## src/rtl/pc_branch_unit.sv

```systemverilog
// Program-counter unit: registered fetch address with a loadable signed/absolute
// offset LUT and a small LIFO return-address stack for CALL/RET.
module pc_branch_unit #(
  parameter int            D        = 12,
  parameter int            SW       = 4,
  parameter int            S        = 4,
  parameter logic [D-1:0]  RESET_PC = '0
) (
  input  logic                   Clk,
  input  logic                   Reset,
  input  logic                   halt,
  input  logic                   branch_en,
  input  logic [2:0]             mode,
  input  logic [SW-1:0]          sel,
  input  logic                   lut_we,
  input  logic [SW-1:0]          lut_waddr,
  input  logic [D-1:0]           lut_wdata,
  output logic [D-1:0]           prog_ctr,
  output logic [D-1:0]           next_pc,
  output logic [$clog2(S+1)-1:0] sp,
  output logic                   ovf_err,
  output logic                   unf_err
);

  localparam int SPW    = $clog2(S + 1);
  localparam int SIW    = (S > 1) ? $clog2(S) : 1;
  localparam int SDEPTH = 2 ** SIW;
  localparam int DEPTH  = 2 ** SW;

  localparam logic [2:0] MODE_NEXT    = 3'b000;
  localparam logic [2:0] MODE_REL_IMM = 3'b001;
  localparam logic [2:0] MODE_REL_LUT = 3'b010;
  localparam logic [2:0] MODE_ABS_LUT = 3'b011;
  localparam logic [2:0] MODE_CALL    = 3'b100;
  localparam logic [2:0] MODE_RET     = 3'b101;

  localparam logic [SPW-1:0] SP_FULL = SPW'(S);

  logic [D-1:0] lut   [DEPTH];
  logic [D-1:0] stack [SDEPTH];

  logic [D-1:0]   pc_inc;
  logic [D-1:0]   lut_rd;
  logic [SIW-1:0] push_idx;
  logic [SIW-1:0] pop_idx;
  logic           stack_full;
  logic           stack_empty;
  logic           do_push;
  logic           do_pop;
  logic           set_ovf;
  logic           set_unf;

  function automatic logic signed [D-1:0] sext_sel(input logic [SW-1:0] s);
    return {{(D - SW){s[SW-1]}}, s};
  endfunction

  // Two's-complement add; the carry out of bit D-1 is dropped, so it wraps.
  function automatic logic [D-1:0] add_wrap(input logic [D-1:0] base,
                                            input logic signed [D-1:0] off);
    return base + off;
  endfunction

  assign pc_inc      = prog_ctr + D'(1);
  assign lut_rd      = lut[sel];
  assign push_idx    = SIW'(sp);
  assign pop_idx     = SIW'(sp - SPW'(1));
  assign stack_full  = (sp == SP_FULL);
  assign stack_empty = (sp == '0);

  always_comb begin
    next_pc = pc_inc;
    do_push = 1'b0;
    do_pop  = 1'b0;
    set_ovf = 1'b0;
    set_unf = 1'b0;
    if (Reset) begin
      next_pc = RESET_PC;
    end else if (halt) begin
      next_pc = prog_ctr;
    end else if (branch_en) begin
      case (mode)
        MODE_NEXT:    next_pc = pc_inc;
        MODE_REL_IMM: next_pc = add_wrap(prog_ctr, sext_sel(sel));
        MODE_REL_LUT: next_pc = add_wrap(prog_ctr, lut_rd);
        MODE_ABS_LUT: next_pc = lut_rd;
        MODE_CALL: begin
          if (stack_full) begin
            set_ovf = 1'b1;
          end else begin
            do_push = 1'b1;
            next_pc = lut_rd;
          end
        end
        MODE_RET: begin
          if (stack_empty) begin
            set_unf = 1'b1;
          end else begin
            do_pop  = 1'b1;
            next_pc = stack[pop_idx];
          end
        end
        default:      next_pc = pc_inc;
      endcase
    end
  end

  // State update: PC follows next_pc; stack/flags frozen by halt, LUT writes are not.
  always_ff @(posedge Clk) begin
    if (Reset) begin
      prog_ctr <= RESET_PC;
      sp       <= '0;
      ovf_err  <= 1'b0;
      unf_err  <= 1'b0;
      for (int i = 0; i < DEPTH; i++) lut[i] <= '0;
      for (int j = 0; j < SDEPTH; j++) stack[j] <= '0;
    end else begin
      prog_ctr <= next_pc;
      if (do_push) begin
        stack[push_idx] <= pc_inc;
        sp              <= sp + SPW'(1);
      end else if (do_pop) begin
        sp <= sp - SPW'(1);
      end
      if (set_ovf) ovf_err <= 1'b1;
      if (set_unf) unf_err <= 1'b1;
      if (lut_we) lut[lut_waddr] <= lut_wdata;
    end
  end

endmodule

```

## config.mk

```make
export PLATFORM = sky130hd
export DESIGN_NAME = pc_branch_unit
export DESIGN_NICKNAME = d
export VERILOG_FILES = /design/src/rtl/pc_branch_unit.sv
export SDC_FILE = /design/constraint.sdc
export NUM_CORES = 1
export LEC_CHECK = 0
export ABC_AREA = 1
export CAP_MARGIN = 20
export CELL_PAD_IN_SITES_DETAIL_PLACEMENT = 2
export CELL_PAD_IN_SITES_GLOBAL_PLACEMENT = 2
export CORE_MARGIN = 4
export CORE_UTILIZATION = 30
export CTS_CLUSTER_SIZE = 12
export DETAILED_ROUTE_END_ITERATION = 16
export HOLD_SLACK_MARGIN = 0.02
export PLACE_DENSITY = 0.73
export REMOVE_ABC_BUFFERS = 1
export SYNTH_ARGS = -nofsm -noshare
export SYNTH_HDL_FRONTEND = slang
export SYNTH_SLANG_ARGS = --single-unit
```

## constraint.sdc

```tcl
create_clock -name Clk -period 3.9 [get_ports Clk]
set_input_delay 0.585 -clock Clk [delete_from_list [all_inputs] [get_ports Clk]]
set_output_delay 0.585 -clock Clk [all_outputs]
set_load 0.01 [all_outputs]
```

# Word-level counts from Yosys, hierarchy flattened
# Memory sizes are Yosys's and may differ from the RTL's.
# Cells that the tools add are included.
# totals
ff_bits	17
mem_bits_rw	240
input_bits	28
output_inout_bits	29
elab_cells	63
n_memories	2
# classes
n_addsub	5
n_eq_ne	6
n_mux	42
n_reduce_logical	4
# mem_list
name	words	word_bits	read_ports	rd_ports_with_merged_regs	write_ports	line_no	text
lut	16	12	1	0	16	39	logic [D-1:0] lut [DEPTH];
stack	4	12	1	0	4	40	logic [D-1:0] stack [SDEPTH];
# ops
op	n
$mux 12	7
$pmux 12 s5	1
$mux 1	30
$add 12x12->12	2
$reduce_or 12->1	2
$add 12x1->12 const B	1
$eq 3x3->1 const B	3
$eq 3x2->1 const B	2
$mux 3	2
$mux 4	1
$add 3x1->3 const B	1
$eq 3x1->1 const B	1
$logic_not 3->1	1
$sub 3x1->3 const B	1
$mux 2	1
$reduce_bool 2->1	1

# Longest topological paths before layout
# depth
depth_word	11
depth_mapped	24

# Worst setup path after synthesis
# Ideal clock, no wire load.
# synth_timing
kind	input port to output port
startpoint	input port sel[0]
endpoint	output port next_pc[6]
t_arrival_ps	3056
required_ps	3315
path_slack_ps	259
cell_stages	19
path_cell_list	buf_6 inv_4 buf_6 buf_4 o21ai_0 o22ai_1 o211ai_1 nand2_1 nand2_1 o21ai_0 ha_1 fa_1 a21oi_1 inv_1 or2_2 nand3_1 o211ai_2 nand2_1 a21oi_1
# synth_between
elab_chain_len	6
# synth_rtl
element	line_no	text
start, declared	14	input logic [SW-1:0] sel,
$mem_v2 16x12	-	
$add 12x12->12 or $mux 12 (tied branches)	60, 87	
$pmux 12 s5 (*)	81	case (mode)
$mux 12 (*)	80	end else if (branch_en) begin
$mux 12 (*)	78	end else if (halt) begin
$mux 12 (*)	76	if (Reset) begin
end, declared	19	output logic [D-1:0] next_pc,
# Mark *: on every way between the ends. The rest lies on a longest branch, timed or not.

# Worst setup path after layout
# layout_timing
startpoint	input port sel[0]
endpoint	register prog_ctr[6]
# layout_between
elab_chain_len	6
# layout_rtl
element	line_no	text
$mem_v2 16x12	-	
$add 12x12->12 or $mux 12 (tied branches)	60, 87	
$pmux 12 s5 (*)	81	
$mux 12 (*)	80	
$mux 12 (*)	78	
$mux 12 (*)	76	
end signal, assigned	117	prog_ctr <= next_pc;
end, declared	18	output logic [D-1:0] prog_ctr,
# Marked as above.
# A chain may end at the register's enable or synchronous reset.

==> results.toml <==
[finish]
final_cell_mix = "nor2_1 (352), edfxtp_1 (240), buf_4 (169), nand2_1 (142), o21ai_0 (60)"
diodes = 0
area_growth_pct = 34.9
fin_cells = 2111
drive_above_1_share = 0.283
final_common_cell = "nor2_1"
layout.nets = 1591

[sta]
maxSlewViolCount = 0
setup_viol = 11
finalClockSkew_ns = 0.0111
hold_viol = 0
fin_crit_ns = 4.30
worst_slack_ns = -0.403
rsz0062_at_grt = "yes"
worst_pin_slew_ns = 0.954
max_freq_ghz = 0.232
tns_ns = -3.10
relSlewSlack = 0.363
finalCritPeriodShare = 1.10

[route]
first_iter_violations = 758
ant_nets = 0
drc_errors = 0
vias = 11400
detail_route.wirelength_mm = 54.2
routed_via_density = 5.39
wl_per_cell_um = 25.7
drtPass1Iterations = 5

[clock_network]
htree_levels = 1
clockBufferDepth = 3
clock-sinks = 257
cts-root-buf = "clkbuf_16"
numCtsBuffers = 31
clk_pin_slew_ns = 0.07
clk_latency_ns = 0.59
cts_tree = "done"

[yosys]
yosysSeqAreaShare = 0.594
synth.avg_cell_area_um2 = 9.54
ys_ff_latch = 257
synthAdderAreaFrac = 0.0164
yosysTopAreaCellShare = 0.567
synthTopCellsByArea = "edfxtp_1 (57%), nor2_1 (11%), nand2_1 (4.9%), o21ai_0 (4.0%), dfxtp_1 (2.7%)"
synth_cell_types = 52
synth_compound_area_frac = 0.127
synth_top_family_by_area = "simple AND/OR/NAND/NOR gates"
synth-edff-count = 240
synthSimpleGateAreaFrac = 0.197
ys_async_sr_fraction = 0
synth.largest_area_cell = "edfxtp_1"
synth_xor_area_frac = 0.00552
muxShareOfSynthArea = 0
synth_warnings = 0
synthCells = 1332
netlist_area_mm2 = 0.0127
synthFlopType = "edfxtp_1"

[grt]
overflow = 0
grt_pass1_vias = 12600
grt_max_degree = 33
grt_usage = 0.227
antenna_found_initial = 0
grt_pass1_wl_mm = 78.2

[hold_path]
hold_path.class = "register to register"
holdPathStages = 2

[floorplanning]
die_area_mm2 = 0.0457
die_y_um = 214
std_cell_rows = 75
die_w_um = 214
initial_utilization = 0.303
io_pins = 57
core_mm2 = 0.0419

[critical_path]
reg2regPathDepth = 30
start_kind = "input pin"
cp_max_fo = 8
cp.required_ns = 4.42
cpMostUsedCell = "buf_4"
cp.arrival_ns = 4.82
rrSetupSlack_ns = -0.37
crit_path_end_kind = "register"
cpPeakStageDelay_ns = 0.40
crit_slowest_cell = "ha_1"
crit_type = "input pin to register"

[pwr]
pwr-share-seq = 0.449
p_int_w = 0.00517
switching_share = 0.280
ir_worst_vdd_uv = 413
p_leak_nw = 6.62
power_density_mw_per_mm2 = 419
comb_power_share = 0.167
clkPwrFrac = 0.384
switchingPower_w = 0.00201

[placement]
placed_cells = 1988
place_congestion = 0.832
place_hpwl_mm = 32.9
port_buffers = 56

[outcome]
violations = "setup timing"
status = "finished, violations left"

[flow_run]
drv_cap = 0
cells by family after synthesis:
kind of cell / Yosys count
AND/OR/NAND/NOR: 615
XOR/XNOR: 8
buffers and inverters: 167
AO/OA/AOI/OAI: 269
flip-flops: 257
adder cells (fa/ha/maj): 16
Yosys cell counts (5+ instances only):
| cell | count |
|---|---|
| dfxtp_1 | 17 |
| a21oi_1 | 59 |
| inv_2 | 9 |
| nand2_1 | 166 |
| nand3_1 | 46 |
| o21ai_1 | 21 |
| o211ai_1 | 21 |
| nor3_1 | 7 |
| inv_1 | 67 |
| xor2_1 | 6 |
| edfxtp_1 | 240 |
| a221o_1 | 5 |
| buf_4 | 7 |
| nor2_2 | 5 |
| clkbuf_1 | 51 |
| buf_2 | 15 |
| nand2_2 | 7 |
| nor2_4 | 5 |
| o22ai_1 | 17 |
| buf_6 | 10 |
| nor2_1 | 366 |
| o221ai_1 | 24 |
| ha_1 | 15 |
| o21ai_0 | 101 |
cell type report:
type	count	area, µm²
Clock inverter	22	148
Inverter	81	334
Tap cell	539	674
Timing Repair Buffer	268	2650
Fill cell	4367	24800
Sequential cell	257	7550
Clock buffer	36	795
Multi-Input combinational cell	908	4990
registers in the layout, indices dropped and copies added, names as in the netlist:
signal    cells
prog_ctr     12
stack        48
ovf_err       1
lut         192
unf_err       1
sp            3
stage by stage:
step | utilization | setup WS [ns] | total power [W] | hold slack, ns | instance area (µm²)
2_1_floorplan | - | 0.0301 | 0.00364 | 0.505 | 12300
3_3_place_gp | 0.352 | -0.884 | 0.00413 | 0.509 | 14800
3_5_place_dp | 0.352 | -0.975 | 0.00418 | 0.525 | 14800
4_1_cts | 0.400 | -0.209 | 0.00708 | 0.533 | 16800
5_1_grt | 0.409 | -0.615 | 0.00741 | 0.541 | 17100
6_report | 0.409 | -0.403 | 0.00718 | 0.530 | 17100
critical path, delay by kind of cell:
| kind | cells | cell delay, ns |
|---|---|---|
| AOI/OAI and AO/OA | 7 | 0.83 |
| adders and majority gates | 1 | 0.40 |
| buffers and inverters | 18 | 2.41 |
| and+or+nand+nor | 6 | 0.58 |
power by group through the flow:
stage / registers, W / clock network (W) / logic (W)
after floorplan: 0.00325 / 0 / 0.000385
after global placement: 0.00326 / 0 / 0.000869
after detailed placement: 0.00327 / 0 / 0.000901
after CTS: 0.00322 / 0.00278 / 0.00108
after global routing: 0.00324 / 0.00291 / 0.00127
final: 0.00323 / 0.00276 / 0.00120
worst paths after layout:
check / from / to
hold / removal: sp[2] / sp[2]
hold reg to reg: sp[2] / sp[2]
setup reg to reg: lut[13][4] / prog_ctr[6]
setup / recovery: sel[0] / prog_ctr[6]
what timing repair did:
action	CTS	global route
buffers inserted	51	10
hold buffers	0	0
resized for setup	200	79
pin swaps	70	54
setup endpoints to repair	12	14
cloned	9	2
routing by layer:
layer / share of wire / track usage
met5: 0 / 0
met1: 0.41 / 0.277
met3: 0.036 / 0.0260
met2: 0.52 / 0.417
met4: 0.034 / 0.0726
(Power assumes the default switching activity.)
